### src/rtl/cache_tagv_array_if.sv
// Bus bundle for the N-way tag/valid array: read request and compare,
// write/invalidate request, flush pulse, and the hit/tag/valid results.
interface cache_tagv_array_if #(
   parameter int WAYS      = 2,
   parameter int SET_BITS  = 4,
   parameter int TAG_WIDTH = 20,
   parameter int IDX_W     = (WAYS > 1) ? $clog2(WAYS) : 1
) ();

   logic                      ready;
   logic                      flush_req;

   logic                      rd_en;
   logic [SET_BITS-1:0]       rd_set;
   logic [TAG_WIDTH-1:0]      cmp_tag;
   logic [WAYS-1:0]           hit;
   logic                      hit_any;
   logic [IDX_W-1:0]          hit_idx;
   logic                      multi_hit;
   logic [WAYS*TAG_WIDTH-1:0] rd_tag;
   logic [WAYS-1:0]           rd_valid;

   logic                      wr_en;
   logic [WAYS-1:0]           wr_way;
   logic [SET_BITS-1:0]       wr_set;
   logic [TAG_WIDTH-1:0]      wr_tag;
   logic                      wr_valid;

   // Cache controller side: issues requests, consumes results
   modport master (
      input  ready, hit, hit_any, hit_idx, multi_hit, rd_tag, rd_valid,
      output flush_req, rd_en, rd_set, cmp_tag,
             wr_en, wr_way, wr_set, wr_tag, wr_valid
   );

   // Array side: accepts requests, produces results
   modport slave (
      output ready, hit, hit_any, hit_idx, multi_hit, rd_tag, rd_valid,
      input  flush_req, rd_en, rd_set, cmp_tag,
             wr_en, wr_way, wr_set, wr_tag, wr_valid
   );

endinterface

### src/rtl/cache_tagv_array.sv
// Parametrised N-way tag/valid store. Each way is a block RAM of
// {valid, tag} words with a registered read port. A sweep FSM zeroes every
// set after reset and on flush. Same-cycle read/write to one set is made
// write-first through a registered bypass, and the compare against cmp_tag
// happens combinationally in the cycle after the read.
module cache_tagv_array #(
   parameter int WAYS      = 2,
   parameter int SET_BITS  = 4,
   parameter int TAG_WIDTH = 20,
   parameter int IDX_W     = (WAYS > 1) ? $clog2(WAYS) : 1
) (
   input logic               clk,
   input logic               rst,
   cache_tagv_array_if.slave bus
);

   localparam int                  SETS     = 1 << SET_BITS;
   localparam int                  WORD_W   = TAG_WIDTH + 1;
   localparam logic [SET_BITS-1:0] LAST_SET = SET_BITS'(SETS - 1);

   typedef enum logic [1:0] {
      ST_INIT  = 2'd0,
      ST_IDLE  = 2'd1,
      ST_FLUSH = 2'd2
   } state_t;

   state_t                     state_q, state_d;
   logic [SET_BITS-1:0]        cnt_q, cnt_d;

   logic                       idle;
   logic                       sweep;
   logic                       rd_fire;
   logic                       wr_fire;
   logic [WAYS-1:0]            way_we;
   logic [SET_BITS-1:0]        wr_addr;
   logic [WORD_W-1:0]          wr_word;

   logic [WAYS-1:0]            byp_mask_q, byp_mask_d;
   logic [WORD_W-1:0]          byp_word_q, byp_word_d;

   logic [WAYS-1:0][WORD_W-1:0] ram_word;
   logic [WAYS-1:0]            hit_vec;

   // State register: reset always restarts the clearing sweep at set 0
   always_ff @(posedge clk) begin
      if (rst) begin
         state_q <= ST_INIT;
         cnt_q   <= '0;
      end else begin
         state_q <= state_d;
         cnt_q   <= cnt_d;
      end
   end

   // Next state: sweep one set per cycle, the last set wraps cnt and ends the sweep
   always_comb begin
      state_d = state_q;
      cnt_d   = cnt_q;
      case (state_q)
         ST_INIT, ST_FLUSH: begin
            cnt_d = cnt_q + 1'b1;
            if (cnt_q == LAST_SET) begin
               state_d = ST_IDLE;
            end
         end
         ST_IDLE: begin
            if (bus.flush_req) begin
               state_d = ST_FLUSH;
               cnt_d   = '0;
            end
         end
         default: begin
            state_d = ST_INIT;
            cnt_d   = '0;
         end
      endcase
   end

   // Outputs of the FSM: ready, request gating and the shared RAM write port
   always_comb begin
      idle      = (state_q == ST_IDLE);
      sweep     = (state_q == ST_INIT) || (state_q == ST_FLUSH);
      bus.ready = idle;
      rd_fire   = idle && bus.rd_en;
      wr_fire   = idle && bus.wr_en;
      way_we    = '0;
      wr_addr   = bus.wr_set;
      wr_word   = {bus.wr_valid, bus.wr_tag};
      if (sweep) begin
         way_we  = '1;
         wr_addr = cnt_q;
         wr_word = '0;
      end else if (wr_fire) begin
         way_we  = bus.wr_way;
      end
   end

   // Bypass capture: on each read remember which ways a same-set write overrides
   always_comb begin
      byp_mask_d = byp_mask_q;
      byp_word_d = byp_word_q;
      if (rd_fire) begin
         byp_mask_d = (wr_fire && (bus.wr_set == bus.rd_set)) ? bus.wr_way : '0;
         byp_word_d = {bus.wr_valid, bus.wr_tag};
      end
   end

   // Bypass registers follow the read output register, including its hold
   always_ff @(posedge clk) begin
      if (rst) begin
         byp_mask_q <= '0;
         byp_word_q <= '0;
      end else begin
         byp_mask_q <= byp_mask_d;
         byp_word_q <= byp_word_d;
      end
   end

   for (genvar w = 0; w < WAYS; w++) begin : g_way
      logic [WORD_W-1:0] mem [SETS];
      logic [WORD_W-1:0] rdata_d, rdata_q;

      // RAM write port, shared by the sweep and normal writes
      always_ff @(posedge clk) begin
         if (way_we[w]) begin
            mem[wr_addr] <= wr_word;
         end
      end

      // Read port: a new read loads the set, otherwise the last word is held
      always_comb begin
         rdata_d = rdata_q;
         if (rd_fire) begin
            rdata_d = mem[bus.rd_set];
         end
      end

      // Read output register, cleared by reset so outputs start at zero
      always_ff @(posedge clk) begin
         if (rst) begin
            rdata_q <= '0;
         end else begin
            rdata_q <= rdata_d;
         end
      end

      assign ram_word[w] = rdata_q;
   end

   // Merge bypass over RAM data, expose raw tags/valids and compare each way
   always_comb begin : merge_compare
      logic [WORD_W-1:0] word;
      word         = '0;
      hit_vec      = '0;
      bus.rd_valid = '0;
      bus.rd_tag   = '0;
      for (int w = 0; w < WAYS; w++) begin
         word = byp_mask_q[w] ? byp_word_q : ram_word[w];
         bus.rd_valid[w]                         = word[TAG_WIDTH];
         bus.rd_tag[w*TAG_WIDTH +: TAG_WIDTH]    = word[TAG_WIDTH-1:0];
         hit_vec[w] = idle && word[TAG_WIDTH] && (word[TAG_WIDTH-1:0] == bus.cmp_tag);
      end
   end

   // Hit summary: lowest hitting way wins the index, multi-hit flags overlap
   always_comb begin
      bus.hit_idx = '0;
      for (int w = WAYS - 1; w >= 0; w--) begin
         if (hit_vec[w]) begin
            bus.hit_idx = IDX_W'(w);
         end
      end
      bus.multi_hit = |(hit_vec & (hit_vec - 1'b1));
   end

   assign bus.hit     = hit_vec;
   assign bus.hit_any = |hit_vec;

endmodule

### src/flat_wrapper.sv
// flat-port wrapper written by rule: the top's interface ports become plain ports
module cache_tagv_array_flat 
#(
   parameter int WAYS      = 2,
   parameter int SET_BITS  = 4,
   parameter int TAG_WIDTH = 20,
   parameter int IDX_W     = (WAYS > 1) ? $clog2(WAYS) : 1
)
  (clk, rst, bus_ready, bus_hit, bus_hit_any, bus_hit_idx, bus_multi_hit, bus_rd_tag, bus_rd_valid, bus_flush_req, bus_rd_en, bus_rd_set, bus_cmp_tag, bus_wr_en, bus_wr_way, bus_wr_set, bus_wr_tag, bus_wr_valid);
  cache_tagv_array_if #(.WAYS(WAYS), .SET_BITS(SET_BITS), .TAG_WIDTH(TAG_WIDTH), .IDX_W(IDX_W)) bus_i ();
  input logic clk;
  input logic rst;
  output wire logic [$bits(bus_i.ready)-1:0] bus_ready;
  output wire logic [$bits(bus_i.hit)-1:0] bus_hit;
  output wire logic [$bits(bus_i.hit_any)-1:0] bus_hit_any;
  output wire logic [$bits(bus_i.hit_idx)-1:0] bus_hit_idx;
  output wire logic [$bits(bus_i.multi_hit)-1:0] bus_multi_hit;
  output wire logic [$bits(bus_i.rd_tag)-1:0] bus_rd_tag;
  output wire logic [$bits(bus_i.rd_valid)-1:0] bus_rd_valid;
  input wire logic [$bits(bus_i.flush_req)-1:0] bus_flush_req;
  input wire logic [$bits(bus_i.rd_en)-1:0] bus_rd_en;
  input wire logic [$bits(bus_i.rd_set)-1:0] bus_rd_set;
  input wire logic [$bits(bus_i.cmp_tag)-1:0] bus_cmp_tag;
  input wire logic [$bits(bus_i.wr_en)-1:0] bus_wr_en;
  input wire logic [$bits(bus_i.wr_way)-1:0] bus_wr_way;
  input wire logic [$bits(bus_i.wr_set)-1:0] bus_wr_set;
  input wire logic [$bits(bus_i.wr_tag)-1:0] bus_wr_tag;
  input wire logic [$bits(bus_i.wr_valid)-1:0] bus_wr_valid;
  assign bus_ready = bus_i.ready;
  assign bus_hit = bus_i.hit;
  assign bus_hit_any = bus_i.hit_any;
  assign bus_hit_idx = bus_i.hit_idx;
  assign bus_multi_hit = bus_i.multi_hit;
  assign bus_rd_tag = bus_i.rd_tag;
  assign bus_rd_valid = bus_i.rd_valid;
  assign bus_i.flush_req = bus_flush_req;
  assign bus_i.rd_en = bus_rd_en;
  assign bus_i.rd_set = bus_rd_set;
  assign bus_i.cmp_tag = bus_cmp_tag;
  assign bus_i.wr_en = bus_wr_en;
  assign bus_i.wr_way = bus_wr_way;
  assign bus_i.wr_set = bus_wr_set;
  assign bus_i.wr_tag = bus_wr_tag;
  assign bus_i.wr_valid = bus_wr_valid;
  cache_tagv_array #(.WAYS(WAYS), .SET_BITS(SET_BITS), .TAG_WIDTH(TAG_WIDTH), .IDX_W(IDX_W)) u_core (.clk(clk), .rst(rst), .bus(bus_i));
endmodule
### config.mk
export PLATFORM = sky130hd
export DESIGN_NAME = cache_tagv_array_flat
export DESIGN_NICKNAME = d
export VERILOG_FILES = /design/src/rtl/cache_tagv_array_if.sv /design/src/rtl/cache_tagv_array.sv /design/src/flat_wrapper.sv
export SDC_FILE = /design/constraint.sdc
export NUM_CORES = 1
export LEC_CHECK = 0
export BUFFER_PORTS_ARGS = -buffer_cell sky130_fd_sc_hd__buf_2
export CELL_PAD_IN_SITES_DETAIL_PLACEMENT = 1
export CELL_PAD_IN_SITES_GLOBAL_PLACEMENT = 1
export CORE_UTILIZATION = 25
export DETAILED_ROUTE_END_ITERATION = 10
export HOLD_SLACK_MARGIN = 0.15
export PLACE_DENSITY = 0.56
export SLEW_MARGIN = 20
export SYNTH_ARGS = -nofsm -noshare
export SYNTH_HDL_FRONTEND = slang
export SYNTH_SLANG_ARGS = --single-unit
export TNS_END_PERCENT = 30
### constraint.sdc
create_clock -name clk -period 2.3 [get_ports clk]
set_input_delay 0.23 -clock clk [delete_from_list [all_inputs] [get_ports clk]]
set_output_delay 0.23 -clock clk [all_outputs]
set_load 0.02 [all_outputs]
==> flow_summary.ini, run 1 <==
[clocking]
cts.path.max_buffers = 3
clkLatencyLatePin_ps = 600
cts_tree = built
numCtsBuffers = 77
cts-root-buf = clkbuf_16
numClockSinks = 743
htree_levels = 3
clk_pin_slew_ps = 60

[sta]
skew_ps = 14.98
setup-violations-final = 5
rsz0062_at_grt = yes
finalCritPeriodShare_pct = 132.3
tightest_slew_ps = 1047
slew_violations = 0
max_slew_margin_pct = 30.22
max_freq_ghz = 0.3288
timing.final.crit_period_ps = 3042
worst_slack_ps = -741.8
hold_viol = 0
timing.setup.tns_ps = -3374
whs_ps = 260.1

[routing]
avgRoutedWirePerCell_um = 25.19
drt-total-wl_um = 84800
ant_nets = 0
dr_total_vias = 15738
via_per_inst = 4.676
drt_iter0_drc = 1329
drc = 34
dr.pass1.iters = 8

[die]
die_h_um = 341.9
rows = 124
core_sq_um = 114500
die_area_sq_um = 116900
chipWidth_um = 341.9
io_pins = 104
initial_core_util_pct = 25.22

[yosys]
yosysSeqAreaShare_pct = 74.79
netlist_top_cells_area = edfxtp_1 70%, mux4_2 13%, dfxtp_1 4.9%, a22oi_1 2.3%, a21oi_1 1.9%
ys_ff_latch = 743
synth.top_cell.area_share_pct = 69.87
synth_nets = 1566
synthArstFlopShare_pct = 0
yosys_warnings = 0
ys_types = 35
netlist_area_sq_um = 28880
yosysTopAreaCell = edfxtp_1
syn_inst = 1509
yosys_most_used_dff = edfxtp_1
synth-edff-count = 672
avgSynthCellArea_sq_um = 19.14

[critical_path]
worst_ep_arrival_time_ps = 2810
setup.worst_path.start_class = flip-flop
path_class = flip-flop to primary output
worstPathRequired_ps = 2070
critPathMaxFanout = 6
end_kind = primary output

[power]
p_leak_nw = 12.28
p_per_area_nw_per_um2 = 785.9
ir_drop_v = 0.0004699

[layout]
drive_gt1_share_pct = 33.71
multi_input_area_sq_um = 7018
layout_common_cells = 672 x edfxtp_1, 168 x mux4_2, 118 x buf_4
final_common_cell = edfxtp_1
syn_to_final_growth_pct = 23.37
layout.nets = 1856
n_antenna_cell = 0
num-fill-cells = 11752
seq_area_sq_um = 21610

[placement]
hpwlAfterDp_um = 53070
numPortBuffers = 103
gp_congestion = 0.8046

[global_route]
grt_antenna_before_repair = 2
grt_pass1_vias = 16829
grt_pass1_wl_um = 121300
grt_start_max_net_pins = 72
grt-ovfl-total = 0
track_usage_pct = 14.33

[outcome]
outcome = finished, violations left
violations = DRC, setup timing

[hold_path]
hold_class = primary input to flip-flop

[run]
max_cap_viol_count = 0
## layout make-up
cell class                 instances  area share (%)
sequential                       743           60.64
multi-input combinational        668           19.70
timing repair buffer             300           7.708
clock buffer                     100           5.769
tap                             1512           5.309
clock inverter                    34          0.7866
inverter                           9         0.09481
## critical path: stages (launching register included)
cell,delay (ps)
dfxtp_4,370
buf_12,120
mux2_2,350
xor2_1,160
nor4_2,270
nand4_1,300
nor4_4,330
and2_4,210
buf_6,110
## kinds of logic after synthesis
logic type	Yosys count	synth area share [%]
adders and majority gates	1	0.04332
DFF	743	74.79
and+or+nand+nor	208	3.288
xor gates and xnor gates	40	1.213
AOI/OAI and AO/OA	209	4.471
buffers and inverters	98	1.430
muxes	210	14.76
## power by group
group	total [mW]	internal, mW	switching [mW]
Clock	11.8	6.74	5.07
Sequential	14.8	14.8	0.0625
Combinational	1.34	0.576	0.761
Total	28.0	22.1	5.90
## metrics by stage
| stage | utilization [%] | worst slack, ps | power [mW] | cells | instance area [sq um] |
|---|---|---|---|---|---|
| CTS | 31.12 | -786.1 | 28.34 | 3366 | 35630 |
| finish | 31.12 | -741.8 | 28.00 | 3366 | 35630 |
| detailed placement | 28.76 | -295.5 | 16.46 | 3200 | 32930 |
| global route | 31.12 | -874.7 | 28.82 | 3366 | 35630 |
| floorplan | - | -228.7 | 15.81 | 1509 | 28920 |
| global placement | 28.76 | -245.5 | 16.42 | 3200 | 32930 |
## path summary, 6_finish.rpt
check | startpoint | endpoint | slack (ps) | cells past startpoint
max reg2reg | u_core.cnt_q[2] | u_core.g_way[1].mem[4][6] | 120 | 5
min reg2reg | u_core.byp_word_q[3] | u_core.byp_word_q[3] | 480 | 2
min | bus_rd_en | u_core.g_way[1].rdata_q[18] | 260 | 5
max | u_core.byp_mask_q[0] | bus_multi_hit | -740 | 8
## registers in the layout, indices dropped and copies added, names as in the netlist
| register | cells |
|---|---|
| u_core.byp_mask_q | 2 |
| u_core.g_way.rdata_q | 42 |
| u_core.g_way.mem | 672 |
| u_core.cnt_q | 4 |
| u_core.byp_word_q | 21 |
| u_core.state_q | 2 |
## Yosys cell counts, drive strengths merged, types with 8 or more instances
cell type	number
and2	24
xnor2	16
xor2	24
dfxtp	71
mux2	42
buf	28
inv	9
a21oi	109
nor2b	8
clkbuf	61
mux4	168
edfxtp	672
a22oi	87
nand2	62
nor2	93
## per-layer routing
metal	share of wire (%)	routed length (um)	vias up	track usage (%)
met3	5.5	4689	109	2.597
met1	43	36710	8495	18.88
met4	2.4	2024	0	4.036
met2	49	41380	447	24.07
li1	-	-	6687	-
met5	0	0	-	0
## repair_timing
| action | in CTS | in global routing |
|---|---|---|
| setup buffers | 3 | 0 |
| pin swaps | 2 | 0 |
| gates resized for setup | 12 | 0 |
| setup endpoints to repair | 14 | 5 |
| hold buffers | 29 | 0 |
| hold endpoints to repair | 70 | 0 |
(Power assumes the default switching activity.)
==> run 2: changes to the inputs <==
--- a/config.mk
+++ b/config.mk
@@ -5,6 +5,7 @@
 export SDC_FILE = /design/constraint.sdc
 export NUM_CORES = 1
 export LEC_CHECK = 0
+export ABC_CLOCK_PERIOD_IN_PS = 2300
 export BUFFER_PORTS_ARGS = -buffer_cell sky130_fd_sc_hd__buf_2
 export CELL_PAD_IN_SITES_DETAIL_PLACEMENT = 1
 export CELL_PAD_IN_SITES_GLOBAL_PLACEMENT = 1
==> constraint.sdc (replaced) <==
create_clock -name clk -period 2.3 [get_ports clk]
set_input_delay 0.345 -clock clk [delete_from_list [all_inputs] [get_ports clk]]
set_output_delay 0.345 -clock clk [all_outputs]
set_load 0.02 [all_outputs]
==> run 2 against run 1 <==
The run still ends with DRC, setup timing left. Largest power group unchanged. Combinational power is 4% higher. Wire length up 0.36%. Hold slack worse by 87 ps. Highest routed layer is now met5. Cell count is 1.9% higher. Die area did not move.
==> flow_summary.ini, run 2 (same netlist as run 1, synthesis figures left out) <==
[sta]
tightest_slew_ps = 643.4
setup-violations-final = 5
skew_ps = 26.65
slew_violations = 0
max_freq_ghz = 0.3179
whs_ps = 172.7
timing.setup.tns_ps = -4088
rsz0062_at_grt = yes
worst_slack_ps = -845.4
timing.final.crit_period_ps = 3145
max_slew_margin_pct = 57.11
finalCritPeriodShare_pct = 136.8
hold_viol = 0

[die]
chipWidth_um = 341.9
rows = 124
die_h_um = 341.9
io_pins = 104
initial_core_util_pct = 25.22
die_area_sq_um = 116900
core_sq_um = 114500

[power]
intPower_mw = 23.04
p_sw_mw = 6.100
p_seq_share_pct = 51.0
p_clk_share_pct = 44.3
p_leak_nw = 12.77
ir_drop_v = 0.0004619
p_per_area_nw_per_um2 = 797.9
p_sw_share_pct = 20.93
p_comb_share_pct = 4.8

[placement]
hpwlAfterDp_um = 55640
place_ws_ps = -371.9
numPortBuffers = 103
gp_congestion = 0.8443

[layout]
layout_common_cells = 672 x edfxtp_1, 168 x mux4_2, 159 x buf_4
n_antenna_cell = 0
final_core_util_pct = 31.89
final_common_cell = edfxtp_1
seq_area_sq_um = 21610
multi_input_area_sq_um = 7064
drive_gt1_share_pct = 36.46
reg_top3 = u_core.g_way.mem x672, u_core.g_way.rdata_q x42, u_core.byp_word_q x21
largest_register = u_core.g_way.mem
syn_to_final_growth_pct = 26.44
num-fill-cells = 11696
layout.nets = 1912
largest_reg_flops = 672

[routing]
drt_iter0_drc = 1508
drt-total-wl_um = 85110
avgRoutedWirePerCell_um = 24.82
ant_nets = 0
drc = 40
via_per_inst = 4.638
dr.pass1.iters = 8
dr_total_vias = 15902

[critical_path]
critPathMaxFanout = 6
path_class = flip-flop to primary output
critPathSlowestCell = dfxtp_4
timing.rr.end = u_core.g_way[0].mem[11][3]
reg2regPathDepth = 5
cp-endpoint = bus_multi_hit
path_delay_family = simple AND/OR/NAND/NOR gates
reg2reg_from = u_core.cnt_q[3]
crit_start = u_core.byp_mask_q[1]
worst_ep_arrival_time_ps = 2800
crit_chain = buf_6 -> buf_6 -> mux2_4 -> xor2_2 -> nor4_2 -> nand4_1 -> nor4_4 -> buf_4 -> and2_4 -> buf_6
critPathMaxStageDelay_ps = 360
cp.depth = 10
setup.worst_path.start_class = flip-flop
worstPathRequired_ps = 1960
reg2reg_setup_slack_ps = 140
crit_buf_inv = 4
crit_top_cell = buf_6
end_kind = primary output

[clocking]
numClockSinks = 743
cts_tree = built
htree_levels = 3
cts.path.max_buffers = 3
clk_pin_slew_ps = 60
cts-root-buf = clkbuf_16
numCtsBuffers = 81
clkLatencyLatePin_ps = 640

[global_route]
grt_antenna_before_repair = 8
grt_pass1_wl_um = 121600
grt-ovfl-total = 0
grt_start_max_net_pins = 43
grt_pass1_vias = 16946
track_usage_pct = 14.44

[run]
max_cap_viol_count = 0

[hold_path]
hold_class = primary input to flip-flop

[outcome]
violations = DRC, setup timing
outcome = finished, violations left
run 2: worst min-delay path: stages:
cell and delay [ps]:
buf_2 230, a22oi_1 100, nor2_1 80
run 2: area by class of cell:
cell class | instances | share of cell area [%]
Sequential cell | 743 | 59.18
Multi-Input combinational cell | 668 | 19.34
Timing Repair Buffer | 352 | 9.008
Clock buffer | 104 | 6.013
Tap cell | 1512 | 5.181
Clock inverter | 41 | 1.186
Inverter | 9 | 0.09251
run 2: metal layers:
layer,vias up,wire (um),global-route usage [%],share of wire [%]
met3,108,6715,3.590,7.9
li1,6814,-,-,-
met5,-,48,0,0.056
met4,8,1630,3.756,1.9
met2,534,39000,22.61,46
met1,8438,37710,19.93,44
run 2: power by group through the flow:
stage               Clock [mW]  Combinational [mW]  Sequential [mW]
finish                    12.9                1.39             14.8
global route              13.7                1.47             14.9
CTS                       13.2                1.41             14.8
detailed placement           0                1.38             15.1
floorplan                    0               0.695             15.1
global placement             0                1.37             15.1
run 2: what timing repair did:
item                       4_1_cts  5_1_grt
hold endpoints to repair        37        0
setup endpoints to repair       15        8
gates resized for setup         29       16
hold buffers                    23        0
pin swaps                        5        7
gates cloned                     0        0
buffers inserted                 3        8
run 2: how the worst min path moves through the flow:
stage	startpoint	endpoint	slack (ps)	cells past startpoint
detailed placement	u_core.g_way[1].rdata_q[7]	u_core.g_way[1].rdata_q[7]	470	2
finish	bus_wr_way[0]	u_core.byp_mask_q[0]	170	3
global placement	u_core.g_way[0].rdata_q[14]	u_core.g_way[0].rdata_q[14]	480	2
global route	bus_wr_way[1]	u_core.byp_mask_q[1]	210	3
floorplan	u_core.byp_word_q[0]	u_core.byp_word_q[0]	440	2
CTS	bus_wr_way[0]	u_core.byp_mask_q[0]	150	3
run 2: per-stage QoR:
step                      total power, mW  area, sq um  std cells
final                               29.14        36520       3429
after global routing                30.01        36520       3429
after CTS                           29.45        36400       3421
after detailed placement            16.51        33420       3250
after global placement              16.48        33420       3250
after floorplan                     15.81        28910       1509
